===== src/rtl/htree_tap_phase_cal_if.sv =====
// Interface between the HTree tap phase calibrator and its controller.
// The master side drives the measurement request and presents the delay-line
// taps; the slave side (the calibrator) returns status and the averaged result.
interface htree_tap_phase_cal_if #(
    parameter int NTAPS = 8
);
    localparam int RW = $clog2(NTAPS + 1);

    logic             start;
    logic [NTAPS-1:0] taps_in;
    logic             busy;
    logic [RW-1:0]    result;
    logic             result_valid;
    logic             bubble_err;

    modport master (
        output start,
        output taps_in,
        input  busy,
        input  result,
        input  result_valid,
        input  bubble_err
    );

    modport slave (
        input  start,
        input  taps_in,
        output busy,
        output result,
        output result_valid,
        output bubble_err
    );
endinterface


===== src/rtl/htree_tap_phase_cal.sv =====
// HTree tap phase calibrator.
// Captures the delay-line taps as a thermometer code for 2^AVG_LOG2 cycles,
// decodes each sample to an edge position, and reports the truncated average.
// Optional build macro: HTREE_CAL_BUBBLE_FIX_EN selects a popcount decode that
// tolerates bubbles and never flags bubble_err. Without it, the decode counts
// leading ones from bit 0 and any 1 above the first 0 flags a bubble.
module htree_tap_phase_cal #(
    parameter int NTAPS    = 8,
    parameter int AVG_LOG2 = 4
) (
    input  logic                 clk,
    input  logic                 rst,
    htree_tap_phase_cal_if.slave cal
);
    localparam int RW = $clog2(NTAPS + 1);
    localparam int AW = RW + AVG_LOG2;
    localparam int CW = AVG_LOG2 + 1;
    localparam logic [CW-1:0] LAST_CAPTURE = CW'((1 << AVG_LOG2) - 1);

    typedef enum logic [1:0] {
        IDLE  = 2'd0,
        RUN   = 2'd1,
        DRAIN = 2'd2
    } state_t;

    state_t           state_q, state_d;
    logic [NTAPS-1:0] cap_q;
    logic [AW-1:0]    acc_q, acc_d;
    logic [CW-1:0]    sampleCnt_q, sampleCnt_d;
    logic             runBubble_q, runBubble_d;
    logic [RW-1:0]    result_q;
    logic             resultValid_q;
    logic             bubbleErr_q;
    logic             capEn;
    logic [RW-1:0]    code;
    logic             bubble;
`ifndef HTREE_CAL_BUBBLE_FIX_EN
    logic             seenZero;
`endif

`ifdef HTREE_CAL_BUBBLE_FIX_EN
    // Bubble-tolerant decode: edge position is the number of set taps.
    always_comb begin
        code   = '0;
        bubble = 1'b0;
        for (int k = 0; k < NTAPS; k++) begin
            code = code + RW'(cap_q[k]);
        end
    end
`else
    // Leading-ones decode: count 1s from bit 0 until the first 0; any later 1 is a bubble.
    always_comb begin
        code     = '0;
        bubble   = 1'b0;
        seenZero = 1'b0;
        for (int k = 0; k < NTAPS; k++) begin
            if (seenZero) begin
                if (cap_q[k]) begin
                    bubble = 1'b1;
                end
            end else if (cap_q[k]) begin
                code = code + RW'(1);
            end else begin
                seenZero = 1'b1;
            end
        end
    end
`endif

    // Next-state logic: the capture stage runs one cycle ahead of accumulation, so the
    // first RUN cycle only captures and DRAIN folds in the final captured sample.
    always_comb begin
        state_d     = state_q;
        acc_d       = acc_q;
        sampleCnt_d = sampleCnt_q;
        runBubble_d = runBubble_q;
        capEn       = 1'b0;
        case (state_q)
            IDLE: begin
                if (cal.start) begin
                    state_d     = RUN;
                    acc_d       = '0;
                    sampleCnt_d = '0;
                    runBubble_d = 1'b0;
                end
            end
            RUN: begin
                capEn       = 1'b1;
                sampleCnt_d = sampleCnt_q + CW'(1);
                if (sampleCnt_q != '0) begin
                    acc_d       = acc_q + AW'(code);
                    runBubble_d = runBubble_q | bubble;
                end
                if (sampleCnt_q == LAST_CAPTURE) begin
                    state_d = DRAIN;
                end
            end
            DRAIN: begin
                acc_d       = acc_q + AW'(code);
                runBubble_d = runBubble_q | bubble;
                state_d     = IDLE;
            end
            default: begin
                state_d = IDLE;
            end
        endcase
    end

    // State, capture and output registers; the result is loaded on the edge leaving DRAIN.
    always_ff @(posedge clk) begin
        if (rst) begin
            state_q       <= IDLE;
            cap_q         <= '0;
            acc_q         <= '0;
            sampleCnt_q   <= '0;
            runBubble_q   <= 1'b0;
            result_q      <= '0;
            resultValid_q <= 1'b0;
            bubbleErr_q   <= 1'b0;
        end else begin
            state_q       <= state_d;
            acc_q         <= acc_d;
            sampleCnt_q   <= sampleCnt_d;
            runBubble_q   <= runBubble_d;
            resultValid_q <= (state_q == DRAIN);
            if (capEn) begin
                cap_q <= cal.taps_in;
            end
            if (state_q == DRAIN) begin
                result_q    <= acc_d[AW-1:AVG_LOG2];
                bubbleErr_q <= runBubble_d;
            end
        end
    end

    assign cal.busy         = (state_q != IDLE);
    assign cal.result       = result_q;
    assign cal.result_valid = resultValid_q;
    assign cal.bubble_err   = bubbleErr_q;
endmodule


===== src/flat_wrapper.sv =====
// flat-port wrapper written by rule: the top's interface ports become plain ports
module htree_tap_phase_cal_flat 
#(
    parameter int NTAPS    = 8,
    parameter int AVG_LOG2 = 4
)
  (clk, rst, cal_start, cal_taps_in, cal_busy, cal_result, cal_result_valid, cal_bubble_err);
  htree_tap_phase_cal_if #(.NTAPS(NTAPS)) cal_i ();
  input  logic clk;
  input  logic rst;
  input wire logic [$bits(cal_i.start)-1:0] cal_start;
  input wire logic [$bits(cal_i.taps_in)-1:0] cal_taps_in;
  output wire logic [$bits(cal_i.busy)-1:0] cal_busy;
  output wire logic [$bits(cal_i.result)-1:0] cal_result;
  output wire logic [$bits(cal_i.result_valid)-1:0] cal_result_valid;
  output wire logic [$bits(cal_i.bubble_err)-1:0] cal_bubble_err;
  assign cal_i.start = cal_start;
  assign cal_i.taps_in = cal_taps_in;
  assign cal_busy = cal_i.busy;
  assign cal_result = cal_i.result;
  assign cal_result_valid = cal_i.result_valid;
  assign cal_bubble_err = cal_i.bubble_err;
  htree_tap_phase_cal #(.NTAPS(NTAPS), .AVG_LOG2(AVG_LOG2)) u_core (.clk(clk), .rst(rst), .cal(cal_i));
endmodule

===== config.mk =====
export PLATFORM = sky130hd
export DESIGN_NAME = htree_tap_phase_cal_flat
export DESIGN_NICKNAME = d
export VERILOG_FILES = /design/src/rtl/htree_tap_phase_cal_if.sv /design/src/rtl/htree_tap_phase_cal.sv /design/src/flat_wrapper.sv
export SDC_FILE = /design/constraint.sdc
export NUM_CORES = 1
export LEC_CHECK = 0
export CAP_MARGIN = 20
export CORE_ASPECT_RATIO = 2
export CORE_MARGIN = 2
export CORE_UTILIZATION = 44
export CTS_BUF_LIST = sky130_fd_sc_hd__clkbuf_4 sky130_fd_sc_hd__clkbuf_8
export CTS_CLUSTER_DIAMETER = 150
export DETAILED_ROUTE_END_ITERATION = 12
export GPL_ROUTABILITY_DRIVEN = 1
export HOLD_SLACK_MARGIN = 0.1
export PLACE_DENSITY = 0.77
export SYNTH_ARGS = -nofsm -noshare
export SYNTH_HDL_FRONTEND = slang
export SYNTH_SLANG_ARGS = --single-unit

===== constraint.sdc =====
create_clock -name clk -period 3.73 [get_ports clk]
set_clock_uncertainty 0.15 [all_clocks]
set_input_delay 0.746 -clock clk [delete_from_list [all_inputs] [get_ports clk]]
set_output_delay 0.746 -clock clk [all_outputs]
set_load 0.05 [all_outputs]

==> results of run 1 <==
[power breakdown]
part	internal [mW]	total, mW	switching [mW]
Sequential	0.328	0.341	0.0131
Clock	0.156	0.278	0.122
Combinational	0.0415	0.0868	0.0453
[cell families after synthesis]
kind of cell               count (synthesis)  synth area share, %
and+or+nand+nor                           80                 22.1
AOI/OAI and AO/OA                         67                 23.8
DFF                                       30                 31.4
buffers and inverters                     25                 6.86
adders and majority gates                 12                 8.23
muxes                                      9                 4.90
xor gates and xnor gates                   6                 2.74
[through the flow]
stage | util (%) | hold WS [ns] | power, mW | setup WS, ns | TNS [ns]
CTS | 54.5 | 0.354 | 0.707 | -0.119 | -0.305
finish | 57.7 | 0.363 | 0.705 | -0.0892 | -0.0892
floorplan | - | 0.308 | 0.398 | 0.00468 | 0
detailed placement | 51.1 | 0.336 | 0.426 | -0.209 | -0.804
global placement | 51.1 | 0.332 | 0.424 | -0.0884 | -0.0904
global route | 57.7 | 0.395 | 0.736 | -0.272 | -1.26
[layout make-up]
| type | count | share of cell area (%) |
|---|---|---|
| Clock inverter | 1 | 0.204 |
| Sequential cell | 30 | 25.0 |
| Multi-Input combinational cell | 174 | 54.2 |
| Tap cell | 54 | 2.75 |
| Timing Repair Buffer | 33 | 11.8 |
| Clock buffer | 7 | 3.67 |
| Inverter | 15 | 2.40 |
[state kept, by name, summed over array words and instances (netlist names)]
signal                   cells
u_core.sampleCnt_q           5
u_core.cal.bubble_err        1
u_core.cap_q                 8
u_core.state_q               2
u_core.cal.result            4
u_core.acc_q                 8
u_core.cal.result_valid      1
u_core.runBubble_q           1
[metal layers]
metal	share of wire [%]	track usage, %	vias to the layer above
met1	43	20.8	807
met5	0	0	-
met2	53	31.8	20
met3	1.9	3.54	8
li1	-	-	869
met4	2.0	9.36	0
[worst max-delay path by stage]
stage | end | startpoint | cells after the start
2_1_floorplan | u_core.cal.result[3] | u_core.cap_q[3] | 20
3_3_place_gp | u_core.cal.result[3] | u_core.cap_q[2] | 21
3_5_place_dp | u_core.cal.result[3] | u_core.cap_q[2] | 21
4_1_cts | u_core.cal.result[3] | u_core.cap_q[0] | 20
5_1_grt | u_core.cal.result[3] | u_core.cap_q[0] | 20
6_report | u_core.cal.result[3] | u_core.cap_q[0] | 18
[cells in the mapped netlist (3+ instances only)]
master / number / share of area [%]
a211oi_1: 5 / 2.0
a21boi_0: 3 / 1.2
a21oi_1: 19 / 5.0
a22oi_1: 6 / 2.4
a311oi_1: 4 / 1.8
buf_2: 3 / 0.78
clkbuf_1: 3 / 0.59
clkbuf_8: 3 / 2.2
dfxtp_1: 30 / 31
ha_1: 11 / 7.2
inv_1: 15 / 2.9
mux2_2: 3 / 1.8
mux2i_1: 6 / 3.1
nand2_1: 27 / 5.3
nand2b_1: 5 / 1.6
nand3_1: 5 / 1.3
nor2_1: 26 / 5.1
o211ai_1: 3 / 1.2
o21ai_0: 9 / 2.4
xnor2_1: 4 / 1.8
[tightest hold or removal path, delay by kind of cell, from the launching register on]
family / cells / cell delay, ns
DFF: 1 / 0.31
AOI/OAI and AO/OA: 1 / 0.06
and+or+nand+nor: 1 / 0.10
[what timing repair did]
| item | in CTS | in global routing |
|---|---|---|
| setup endpoints to repair | 8 | 10 |
| hold buffers | 0 | 0 |
| buffers inserted | 2 | 2 |
| resized for setup | 11 | 24 |
| pin swaps | 15 | 28 |
==> metrics.md, run 1 <==
| Metric | Value |
|---|---|
| Syn Area/Cell | 8.37 um2 |
| Routed WL | 4.45 mm |
| Final worst path period need | 3.82 ns |
| Die Wd | 50.7 um |
| Async SR Flop Fraction | 0% |
| R2R Setup Slk | -0.09 ns |
| Drt pass-1 iters | 4 |
| CP max stage cell | a211o_2 |
| Most frequent cells in the layout | nand2_1 (26), nor2_1 (26), dfxtp_1 (26), clkdlybuf4s50_1 (17) |
| Fillers | 383 |
| Setup WS post-layout | -0.0892 ns |
| Worst vdd ir | 0.000200 V |
| Share of cells above drive strength 1 | 25.4% |
| Critical-path maximum fanout | 6 |
| ANT nets after route | 0 |
| WS Path Type | flip-flop to flip-flop |
| Non-filler cells, final | 314 |
| Slew headroom | 59.0% |
| Core Area | 4250 um2 |
| FF/Latch Area | 613 um2 |
| Post-synth EDFFs | 0 |
| CP Launch Type | flip-flop |
| Vias | 1704 |
| I/O Buffers | 17 |
| Vias/cell | 5.43 |
| WL per Instance | 14.2 um |
| Worst skew pair latency | 0.28 ns |
| Worst Hold Depth | 2 |
| Clk sinks | 30 |
| GRT Overall Usage | 18.5% |
| Area of the multi-input gates | 1330 um2 |
| Mapped Area | 1920 um2 |
| Max Cap Violations | 0 |
| Syn Nets | 252 |
| Critical path's top delay family | compound AO/OA/AOI/OAI gates |
| Worst-margin pin slew | 0.613 ns |
| WP data required | 3.77 ns |
| Top FF cell, synth | dfxtp_1 |
| Worst-path clk slew | 0.06 ns |
| DIE HEIGHT | 97.3 um |
| Maximum clock rate | 0.262 GHz |
| Post-synthesis sequential area ratio | 31.4% |
| Total CTS buffers | 5 |
| Hold Crit Start | u_core.cal.result[1] |
| CP Capture Type | flip-flop |
| Die area | 4930 um2 |
| CTS H-Tree Depth | 2 |
| TritonCTS clock tree | built |
| Worst reg2reg startpoint | u_core.cap_q[0] |
| CP max stage delay | 0.38 ns |
| HPWL after DPL | 2.96 mm |
| Vias in the first global route | 1684 |
| Nets | 282 |
| Status | finished, violations left |
| Synth-to-layout area growth | 28.1% |
| Syn. warnings | 0 |
| Unrepaired setup endpoints after global routing | true |
| Final Setup Violations | 1 |
| Max clock buf depth | 2 |
| Reg2reg end | u_core.cal.result[3] |
| Synth Instances | 229 |
| Row count | 34 |
| Yosys reg bits | 30 |
| R2R depth | 18 |
| Fin crit share | 102% |
| Starting DRT DRC Count | 31 |
| Count of final max-slew check failures | 0 |
| Starting Density | 45.0% |
| DRC Markers | 0 |
| Finished Cell Area | 2450 um2 |
| Failing checks | negative setup slack |
| Post-DP Area | 2170 um2 |
| Gp weighted congestion | 0.837 |
| PD cells | 287 nW/um2 |
| Hold Vio Cnt, Final | 0 |
| Largest net degree at the start of global routing | 17 |
| Tightest Hold Check Type | flip-flop to flip-flop |
| CTS root buf | clkbuf_8 |
| Placed Cells | 302 |
| Synth cell types | 53 |
| Antenna cells | 0 |
| Critical path arrival | 3.86 ns |
| Pleak | 0.966 nW |
| Total congestion overflow | 0 |
| Worst hold endpoint | u_core.cal.result[1] |
| Critical-path cell list | a21boi_4 > and2_4 > ha_4 > nand2b_4 > a21oi_2 > o21ai_2 > inv_2 > ha_4 > inv_2 > mux2i_1 > ha_2 > mux2i_1 > mux2i_2 > ha_1 > a211o_2 > a21oi_4 > o21ai_1 > a311oi_2 |
| WP buf/inv | 2 |
| Initial antenna violation count | 0 |
| First-pass GRT wire length | 7.19 mm |
| # IOs | 18 |
No activity file was read; power rests on OpenSTA's default activity.
==> run 2, diff against run 1 <==
--- a/config.mk
+++ b/config.mk
@@ -15,6 +15,7 @@
 export GPL_ROUTABILITY_DRIVEN = 1
 export HOLD_SLACK_MARGIN = 0.1
 export PLACE_DENSITY = 0.77
+export REMOVE_ABC_BUFFERS = 1
 export SYNTH_ARGS = -nofsm -noshare
 export SYNTH_HDL_FRONTEND = slang
 export SYNTH_SLANG_ARGS = --single-unit
==> run 2 against run 1 <==
The run still ends with negative setup slack left. Utilization up 1.0 points. Sequential share of layout area shrank 0.43 points. Die area did not move. First-iteration DRC count up 23%. Maximum frequency fell by 0.96%. Total power rose by 1.4%. Final cell count up 1.9%.
==> metrics.md, run 2 (synthesis results as in run 1) <==
| Metric | Value |
|---|---|
| Post-DP Area | 2190 um2 |
| PD cells | 286 nW/um2 |
| Most frequent cells in the layout | nor2_1 (26), dfxtp_1 (26), nand2_1 (25), buf_4 (20), clkdlybuf4s50_1 (17) |
| ANT nets after route | 0 |
| Starting Density | 45.0% |
| Core Area | 4250 um2 |
| I/O Buffers | 17 |
| CP max stage delay | 0.37 ns |
| Max Cap Violations | 0 |
| Row count | 34 |
| Die Wd | 50.7 um |
| Met1 usage | 21.1% |
| Critical-path maximum fanout | 4 |
| Finished Cell Area | 2500 um2 |
| Unrepaired setup endpoints after global routing | true |
| Vias in the first global route | 1776 |
| Worst vdd ir | 0.000293 V |
| Setup TNS | -0.253 ns |
| Worst-margin pin slew | 0.594 ns |
| Final worst path period need | 3.86 ns |
| Most Used Layer, Global Route | met2 |
| Total congestion overflow | 0 |
| # IOs | 18 |
| Status | finished, violations left |
| HPWL after DPL | 3.03 mm |
| Starting DRT DRC Count | 38 |
| Routed WL | 4.85 mm |
| Fin crit share | 103% |
| TritonCTS clock tree | built |
| Maximum clock rate | 0.259 GHz |
| Critical-path cell list | a21boi_4 > and2_4 > ha_4 > nand2b_4 > a21oi_2 > o21ai_2 > inv_2 > ha_4 > inv_2 > mux2i_1 > ha_2 > nand2_2 > xnor2_1 > nand3_1 > xor2_1 > ha_2 > o21a_4 > a21oi_4 > or3_1 > a311oi_2 |
| GRT Overall Usage | 19.4% |
| Initial antenna violation count | 0 |
| CP Capture Type | flip-flop |
| CP max stage cell | ha_2 |
| Nets | 288 |
| Critical path arrival | 3.90 ns |
| Share of cells above drive strength 1 | 27.4% |
| Count of final max-slew check failures | 0 |
| Setup WS post-layout | -0.126 ns |
| WP buf/inv | 2 |
| Die area | 4930 um2 |
| Failing checks | negative setup slack |
| Vias/cell | 5.64 |
| Worst skew pair latency | 0.28 ns |
| Total CTS buffers | 5 |
| WL per Instance | 15.2 um |
| Antenna cells | 0 |
| CTS H-Tree Depth | 2 |
| Met3 usage | 3.85% |
| Max clock buf depth | 2 |
| WS Path Type | flip-flop to flip-flop |
| Setup WS pre-CTS | -0.260 ns |
| Critical path's top delay family | adder cells |
| Final hold slack | 0.359 ns |
| Vias | 1805 |
| Gp weighted congestion | 0.840 |
| Worst-path clk slew | 0.07 ns |
| Tightest Hold Check Type | flip-flop to flip-flop |
| Largest net degree at the start of global routing | 22 |
| CTS root buf | clkbuf_8 |
| First-pass GRT wire length | 7.45 mm |
| WP data required | 3.78 ns |
| Largest regs | u_core.acc_q (8), u_core.cap_q (8), u_core.sampleCnt_q (5) |
| Clk sinks | 30 |
| Final Setup Violations | 5 |
| CP Launch Type | flip-flop |
| Grt met2 use | 34.9% |
| Drt pass-1 iters | 4 |
| Slew headroom | 60.3% |
| DIE HEIGHT | 97.3 um |
| Hold Vio Cnt, Final | 0 |
| Synth-to-layout area growth | 30.3% |
| DRC Markers | 0 |
| Pleak | 0.989 nW |
==> run 2: metrics by stage <==
| stage | utilization [%] | power, mW | std cells |
|---|---|---|---|
| 2_1_floorplan | - | 0.390 | 219 |
| 3_3_place_gp | 51.5 | 0.424 | 305 |
| 3_5_place_dp | 51.5 | 0.427 | 305 |
| 4_1_cts | 55.7 | 0.710 | 317 |
| 5_1_grt | 58.7 | 0.742 | 320 |
| 6_report | 58.7 | 0.715 | 320 |
==> run 2: timing repair <==
| action | 4_1_cts | 5_1_grt |
|---|---|---|
| hold buffers | 0 | 0 |
| endpoints found under the setup margin | 9 | 9 |
| buffers inserted | 4 | 3 |
| pin swaps | 16 | 20 |
| resized for setup | 17 | 25 |
==> run 2: path summary, 6_finish.rpt <==
kind,cells past startpoint,start,to,slack [ns]
min,2,u_core.acc_q[0],u_core.acc_q[0],0.36
max,20,u_core.cap_q[0],u_core.cal.result[3],-0.13
min reg2reg,2,u_core.acc_q[0],u_core.acc_q[0],0.36
max reg2reg,20,u_core.cap_q[0],u_core.cal.result[3],-0.13
==> run 2: layer usage <==
| metal | vias up | routed length (um) |
|---|---|---|
| li1 | 884 | - |
| met1 | 873 | 1880 |
| met2 | 37 | 2720 |
| met3 | 11 | 132 |
| met4 | 0 | 119 |
| met5 | - | 0 |
==> run 2: final cells by class <==
class / count / area, um2
clock buffers: 7 / 90.1
clock inverters: 1 / 5.00
fillers: 378 / 1760
inverters: 15 / 58.8
multi-input cells: 174 / 1320
flip-flops and latches: 30 / 613
well taps: 54 / 67.6
repair buffers: 39 / 343
==> run 2: worst reg2reg max path, stage by stage (launching register included) <==
cell and delay, ns:
dfxtp_4 0.36, a21boi_4 0.14, and2_4 0.16, ha_4 0.25, nand2b_4 0.11, a21oi_2 0.06
o21ai_2 0.15, inv_2 0.07, ha_4 0.28, inv_2 0.03, mux2i_1 0.13, ha_2 0.20
nand2_2 0.06, xnor2_1 0.15, nand3_1 0.10, xor2_1 0.16, ha_2 0.37, o21a_4 0.15
a21oi_4 0.06, or3_1 0.36, a311oi_2 0.27
==> run 2: where the power goes <==
part	switching (mW)	internal (mW)	leakage (nW)
Clock	0.125	0.156	0.0517
Sequential	0.0125	0.327	0.246
Combinational	0.0495	0.0447	0.691
==> run 3, diff against run 2 <==
--- a/config.mk
+++ b/config.mk
@@ -19,3 +19,4 @@
 export SYNTH_ARGS = -nofsm -noshare
 export SYNTH_HDL_FRONTEND = slang
 export SYNTH_SLANG_ARGS = --single-unit
+export TNS_END_PERCENT = 20
==> run 3 against run 2 <==
The flow still finishes with violations (negative setup slack). Register-to-register slack hardly changed. Clock power hardly changed. Critical path depth stayed put. Non-clock buffer count is 2 lower. Worst hold slack better by 0.00067 ns. First-iteration DRC count is 2.6% lower. Count of clock-buffer cells in the layout stayed put. Utilization is 1.1 points lower. Maximum frequency is 0.36% higher. Routed wire length is 6.7% lower. Sequential power hardly changed. Global-route usage stayed put. Largest power group unchanged.
==> metrics.md, run 3 (synthesis results as in run 1) <==
| Metric | Value |
|---|---|
| CP Launch Type | flip-flop |
| Routed WL | 4.53 mm |
| Pleak | 0.961 nW |
| WP data required | 3.78 ns |
| Die area | 4930 um2 |
| Unrepaired setup endpoints after global routing | true |
| Gp weighted congestion | 0.840 |
| PD cells | 291 nW/um2 |
| WS Path Type | flip-flop to flip-flop |
| Count of final max-slew check failures | 0 |
| DRC Markers | 0 |
| # IOs | 18 |
| HPWL after DPL | 3.03 mm |
| Clk sinks | 30 |
| Most frequent cells in the layout | nor2_1 (26), dfxtp_1 (26), nand2_1 (25), buf_4 (19), clkdlybuf4s50_1 (17) |
| Final worst path period need | 3.84 ns |
| I/O Buffers | 17 |
| Status | finished, violations left |
| Critical path arrival | 3.89 ns |
| Finished Cell Area | 2450 um2 |
| Worst-path clk slew | 0.06 ns |
| Slew headroom | 60.9% |
| Synth-to-layout area growth | 27.9% |
| Largest regs | u_core.acc_q (8), u_core.cap_q (8), u_core.sampleCnt_q (5) |
| Largest net degree at the start of global routing | 22 |
| CP Capture Type | flip-flop |
| Worst-margin pin slew | 0.585 ns |
| Antenna cells | 0 |
| Maximum clock rate | 0.260 GHz |
| Final hold slack | 0.359 ns |
| Final Setup Violations | 2 |
| Core Area | 4250 um2 |
| Drt pass-1 iters | 4 |
| Max Cap Violations | 0 |
| Tightest Hold Check Type | flip-flop to flip-flop |
| Vias | 1738 |
| First-pass GRT wire length | 7.45 mm |
| Hold Vio Cnt, Final | 0 |
| Fin crit share | 103% |
| Setup WS post-layout | -0.112 ns |
| Post-DP Area | 2190 um2 |
| Vias in the first global route | 1779 |
| ANT nets after route | 0 |
| Final Core Density | 57.6% |
| WL per Instance | 14.2 um |
| Share of cells above drive strength 1 | 26.1% |
| Total congestion overflow | 0 |
| Starting DRT DRC Count | 37 |
| Row count | 34 |
| Worst vdd ir | 0.000295 V |
| Nets | 286 |
| Max clock buf depth | 2 |
| Vias/cell | 5.47 |
| Total CTS buffers | 5 |
| Failing checks | negative setup slack |
| GRT Overall Usage | 19.4% |
| DIE HEIGHT | 97.3 um |
| # hold bufs at CTS | 0 |
| Initial antenna violation count | 0 |
| Critical-path maximum fanout | 5 |
| Die Wd | 50.7 um |
| TritonCTS clock tree | built |
| Worst skew pair latency | 0.28 ns |
| CTS H-Tree Depth | 2 |
| Starting Density | 45.0% |
| CTS root buf | clkbuf_8 |
[run 3: cell count changes in the layout (fill, tap and decap cells not counted)]
cell      change
nor4_4        -1
a211oi_2      -1
nor4_2        +1
buf_6         -1
a311oi_1      +1
a211o_2       +1
a211o_4       -1
a211oi_1      +1
o21ai_1       -1
a311oi_2      -1
buf_4         -1
o21ai_0       +1
[run 3: per-stage QoR]
stage	power [mW]	setup slack, ns	std cells	setup TNS, ns
CTS	0.710	-0.111	317	-0.196
global placement	0.424	-0.161	305	-0.533
global route	0.740	-0.295	318	-1.41
detailed placement	0.427	-0.260	305	-1.36
finish	0.713	-0.112	318	-0.136
floorplan	0.390	-0.147	219	-0.274
[run 3: power by group]
| group | switching [mW] | total (mW) | internal (mW) |
|---|---|---|---|
| clock | 0.124 | 0.280 | 0.156 |
| combinational | 0.0480 | 0.0926 | 0.0447 |
| sequential | 0.0124 | 0.340 | 0.327 |
[run 3: critical path, cell delays in order, from the launching register on]
cell      delay, ns
dfxtp_4        0.36
a21boi_4       0.14
and2_4         0.16
ha_4           0.25
nand2b_4       0.11
a21oi_2        0.06
o21ai_2        0.14
inv_2          0.06
ha_4           0.27
inv_2          0.03
mux2i_1        0.13
ha_2           0.20
nand2_2        0.06
xnor2_1        0.15
nand3_1        0.10
xor2_1         0.16
ha_2           0.38
o21a_4         0.15
a21oi_4        0.06
or3_1          0.36
a311oi_2       0.27
[run 3: path summary, 6_finish.rpt]
check | start | endpoint | slack [ns] | cells past startpoint
worst max-delay path | u_core.cap_q[0] | u_core.cal.result[3] | -0.11 | 20
worst min-delay path | u_core.acc_q[0] | u_core.acc_q[0] | 0.36 | 2
worst max register to register | u_core.cap_q[0] | u_core.cal.result[3] | -0.11 | 20
worst min register to register | u_core.acc_q[0] | u_core.acc_q[0] | 0.36 | 2
[run 3: repair_timing]
item                                    CTS  global route
endpoints found under the hold margin     0             0
pin swaps                                12            16
endpoints found under the setup margin    9             9
setup buffers                             4             1
gates resized for setup                  16            20
[run 3: layout make-up]
cell class / instances / area (um2)
multi-input cells: 174 / 1290
clock inverters: 1 / 5.00
fillers: 385 / 1800
inverters: 15 / 58.8
clock buffers: 7 / 90.1
well taps: 54 / 67.6
flip-flops and latches: 30 / 613
repair buffers: 37 / 324
[run 3: routing by layer]
metal / track usage, % / wire length [um]
met5: 0 / 0
met2: 34.9 / 2520
met4: 8.11 / 72
met3: 3.85 / 106
met1: 21.1 / 1830
